===== src/rtl/rv32i_types.sv =====
// Shared RV32I pipeline types; fetch_pkt_t pairs a fetched PC with its instruction word.
package rv32i_types;

  localparam int XLEN = 32;

  typedef struct packed {
    logic [XLEN-1:0] pc;
    logic [XLEN-1:0] instruction;
  } fetch_pkt_t;

endpackage


===== src/rtl/fetch_queue.sv =====
// Fetch-to-decode circular buffer: 1-cycle latency (0 when empty with FETCH_QUEUE_BYPASS_EN),
// enq_ready drops when full, flush empties it; no enqueue into a slot freed in the same cycle.
module fetch_queue
  import rv32i_types::*;
#(
  parameter int width = 32,
  parameter int depth = 8
) (
  input  logic                   clk,
  input  logic                   rst,
  input  logic                   flush,
  input  logic                   enq_valid,
  input  logic [width-1:0]       enq_pc,
  input  logic [width-1:0]       enq_instr,
  output logic                   enq_ready,
  output logic                   deq_valid,
  output logic [width-1:0]       deq_pc,
  output logic [width-1:0]       deq_instr,
  input  logic                   deq_ready,
  output logic [$clog2(depth):0] count
);

  localparam int AW = $clog2(depth);
  localparam logic [AW:0] FULL_CNT = (AW+1)'(depth);

  fetch_pkt_t       r_mem [depth];
  logic [AW-1:0]    r_hd;
  logic [AW-1:0]    r_tl;
  logic [AW:0]      r_count;

  fetch_pkt_t       w_enq_pkt;
  fetch_pkt_t       w_deq_pkt;
  logic             w_empty;
  logic             w_bypass;
  logic             w_enq_fire;
  logic             w_deq_fire;

  assign w_enq_pkt = '{pc: enq_pc, instruction: enq_instr};
  assign w_empty   = (r_count == '0);

`ifdef FETCH_QUEUE_BYPASS_EN
  assign w_bypass  = w_empty && enq_valid && !flush;
`else
  assign w_bypass  = 1'b0;
`endif

  assign enq_ready = (r_count != FULL_CNT);
  assign deq_valid = !w_empty || w_bypass;
  assign w_deq_pkt = w_bypass ? w_enq_pkt : r_mem[r_hd];
  assign deq_pc    = w_deq_pkt.pc;
  assign deq_instr = w_deq_pkt.instruction;
  assign count     = r_count;

  // A bypassed pair consumed in the same cycle never touches storage.
  assign w_enq_fire = enq_valid && enq_ready && !flush && !(w_bypass && deq_ready);
  assign w_deq_fire = !w_empty && deq_ready && !flush;

  always_ff @(posedge clk) begin
    if (w_enq_fire) begin
      r_mem[r_tl] <= w_enq_pkt;
    end
  end

  always_ff @(posedge clk or posedge rst) begin
    if (rst) begin
      r_hd    <= '0;
      r_tl    <= '0;
      r_count <= '0;
    end else if (flush) begin
      r_hd    <= '0;
      r_tl    <= '0;
      r_count <= '0;
    end else begin
      if (w_enq_fire) begin
        r_tl <= r_tl + 1'b1;
      end
      if (w_deq_fire) begin
        r_hd <= r_hd + 1'b1;
      end
      if (w_enq_fire && !w_deq_fire) begin
        r_count <= r_count + 1'b1;
      end else if (w_deq_fire && !w_enq_fire) begin
        r_count <= r_count - 1'b1;
      end
    end
  end

endmodule


===== config.mk =====
export PLATFORM = sky130hd
export DESIGN_NAME = fetch_queue
export DESIGN_NICKNAME = d
export VERILOG_FILES = /design/src/rtl/rv32i_types.sv /design/src/rtl/fetch_queue.sv
export SDC_FILE = /design/constraint.sdc
export NUM_CORES = 1
export LEC_CHECK = 0
export BUFFER_PORTS_ARGS = -buffer_cell sky130_fd_sc_hd__buf_4
export CAP_MARGIN = 20
export CORE_ASPECT_RATIO = 1.75
export CORE_UTILIZATION = 31
export DETAILED_ROUTE_END_ITERATION = 10
export GPL_ROUTABILITY_DRIVEN = 0
export MAX_ROUTING_LAYER = met4
export PLACE_DENSITY = 0.54
export SLEW_MARGIN = 20
export SYNTH_ARGS = -nofsm -noshare
export SYNTH_HDL_FRONTEND = slang
export SYNTH_SLANG_ARGS = --single-unit

===== constraint.sdc =====
create_clock -name clk -period 12.7 [get_ports clk]
set_input_delay 2.54 -clock clk [delete_from_list [all_inputs] [get_ports clk]]
set_output_delay 2.54 -clock clk [all_outputs]
set_load 0.01 [all_outputs]

==> out/qor.txt <==
=================================================================================
Number of setup violations in the final report .....................            0
Number of antenna violations at the first check in global routing ..            2
Global-route wire length before repair .............................      63.5 mm
Core area .......................................................... 0.0633 sq mm
Share of the cycle needed by the critical path after routing .......        48.7%
Leakage component of the power .....................................      7.32 nW
Worst slack on hold paths ..........................................     0.652 ns
Number of design rule violations left after detail routing .........           18
Cells along the critical path ...................................... buf_4 -> buf_4 -> mux4_2 -> mux2_2 -> buf_4
Delay of the slowest cell on the worst path ........................      0.78 ns
Overall global routing resource usage ..............................        13.6%
Synth async-reset ratio ............................................        1.92%
Clk_lat worst skew .................................................      0.56 ns
Count of vias placed by the detailed router ........................         8761
Post-synthesis instance total ......................................          822
Cell area after synthesis .......................................... 0.0199 sq mm
Maximum number of pins on one net before global-route repair .......           57
Starting DRT DRC Count .............................................          531
CTS tree ...........................................................         done
Number of max-capacitance violations reported ......................            0
Inserted Clock Buffers .............................................           46
Average footprint of a synthesized cell ............................   24.2 sq um
Vias in the first global route .....................................         9844
Distinct cells, synth ..............................................           37
Critical Setup Path Class .......................................... flip-flop to primary output
Leading post-synthesis cells by instance count ..................... edfxtp_1, mux4_2, mux2_2
EDFF count, synth ..................................................          512
Worst clock skew ...................................................    0.0173 ns
Detailed-route wire length .........................................      41.9 mm
Ratio of cells with drive above 1 in the final layout ..............        41.9%
Post-CTS setup buffer count ........................................            0
Time the final worst path needs with I/O delays and setup ..........      6.18 ns
Highest fanout seen on the critical path ...........................           30
Count of cells resized by post-cts repair ..........................            0
Status ............................................................. finished with violations
Type of the tightest min-delay check ............................... flip-flop to flip-flop
Number of warnings reported in the yosys synthesis log .............            0
Count of state elements after synthesis ............................          522
Share of synthesized area occupied by flip-flops and latches .......        78.5%
Floorplan row count ................................................          122
Top_reg_cell synth .................................................     edfxtp_1
Die area ........................................................... 0.0652 sq mm
Antenna Violating Nets Remaining ...................................            0
Detail-routed net length per standard cell .........................      22.9 um
Violated checks .................................................... design-rule violations
Leading cell types by total area after synthesis ................... edfxtp_1, mux4_2, mux2_2
Number of vias per cell after detailed routing .....................         4.78
Max-slew headroom at the worst pin .................................        31.8%
Worst EP arrival ...................................................      3.64 ns
Highest attainable clock frequency .................................      162 MHz
Clock net sink count ...............................................          522
Cell with the biggest individual delay on the critical path ........      dfrtp_4
RSZ-0062 raised after global routing ...............................           no
Detail Placement HPWL ..............................................      22.8 mm
Layout Area Growth over Synthesis ..................................        17.6%
Peak VDD IR ........................................................     0.103 mV
Category of the worst setup path capture point ..................... primary output
Pwr per Cell Area ..................................................  185 mW/mm^2
Worst slew pin tran ................................................      1.02 ns
Setup TNS ..........................................................         0 ns
Aggregate global routing overflow ..................................            0
Post-Syn Nets ......................................................          896
Library cell occupying the most area in the post-synthesis netlist .     edfxtp_1
Buffers from clock root to sink, at most ...........................            3
Type of element launching the critical path ........................    flip-flop
Total of buffers placed on input and output ports ..................          138
Worst path bufs/invs ...............................................            3
Number of hold buffers added after cts .............................            0
Tot Pwr ............................................................    0.00433 W
Top delay family on crit path ...................................... buffers and inverters
Portion of synthesized cell area occupied by the leading cell type .        77.3%
Initial standard-cell utilization of the core ......................        31.4%
Number of iterations in the first detailed-routing pass ............            7
Cell seen most often among critical-path stages ....................        buf_4
Htree depth ........................................................            2
Data required time at the worst endpoint ...........................     10.16 ns
Cell with the most instances after synthesis .......................     edfxtp_1
CTS root buf .......................................................    clkbuf_16
Horizontal die dimension ...........................................       193 um
Number of endpoints with negative hold slack in the final report ...            0
Max Slew Vio Count .................................................            0
Final nets .........................................................         1065
Boundary pin count .................................................          139
Clock Pin Slew Worst Setup and Hold Paths ..........................      0.06 ns
Chip height ........................................................       337 um
=================================================================================
[report_power, final]
group	switching [W]	total [W]	leakage (nW)	internal, W
Sequential	0.0000602	0.00201	4.75	0.00195
Combinational	0.000427	0.000972	1.87	0.000544
Clock	0.000602	0.00134	0.697	0.000742
Total	0.00109	0.00433	7.32	0.00324
[registers in the layout, summed over array words and instances (netlist names)]
name,count
r_hd,3
r_mem,512
count,4
r_tl,3
[placed cells by master (no fill, tap or decap), types with 4 or more instances in the layout]
master	n
clkinv_2	10
clkbuf_1	12
nand2b_1	6
inv_1	4
mux2_2	64
nor3_2	4
mux4_2	128
clkinv_1	7
buf_4	157
clkbuf_16	47
ha_1	4
nand2_1	9
nor2_1	8
edfxtp_1	512
dfrtp_1	7
[logic make-up after synthesis]
group / share of synthesized area, %
AND/OR/NAND/NOR: 1.03
XOR/XNOR: 0.264
multiplexers: 18.2
buffers and inverters: 1.09
flip-flops: 78.5
adder cells (fa/ha/maj): 0.352
AO/OA/AOI/OAI: 0.560
[per-stage QoR]
stage          setup slack (ns)  instance area [sq um]  utilization (%)  instances
2_1_floorplan              3.08                  19900                -        822
3_3_place_gp               6.94                  21900             34.6       1748
3_5_place_dp               6.91                  21900             34.6       1748
4_1_cts                    6.29                  23400             36.9       1829
5_1_grt                    6.16                  23400             36.9       1832
6_report                   6.52                  23400             36.9       1833
[layout make-up]
type                    instances  area (sq um)
diodes                          3          7.51
clock buffers                  59          1220
clock inverters                22           195
fillers                      5714         40000
inverters                       5          20.0
multi-input cells             258          4100
flip-flops and latches        522         15600
well taps                     806          1010
repair buffers                158          1210
[final timing paths]
kind / slack (ns) / to / startpoint / depth (start not counted)
min in group asynchronous: 1.98 / count[2] / rst / 2
worst max register to register: 9.51 / r_mem[5][13] / count[3] / 5
worst max-delay path: 6.52 / deq_pc[13] / r_hd[0] / 5
worst min-delay path: 0.65 / r_tl[1] / r_tl[1] / 2
worst min register to register: 0.65 / r_tl[1] / r_tl[1] / 2
max in group asynchronous: 10.38 / r_hd[0] / rst / 2
[worst min-delay path, delay by kind of cell, from the launching register on]
kind	cells	cell delay, ns
DFF	1	0.46
and+or+nand+nor	1	0.09
AOI/OAI and AO/OA	1	0.06
[routing by layer]
layer	part of all wire [%]	track usage [%]	wire length (um)
met1	41	16.3	17400
met2	51	23.1	21500
met3	4.7	2.44	1990
met4	2.4	4.65	1030
met5	0	-	0
(Power assumes the default switching activity.)
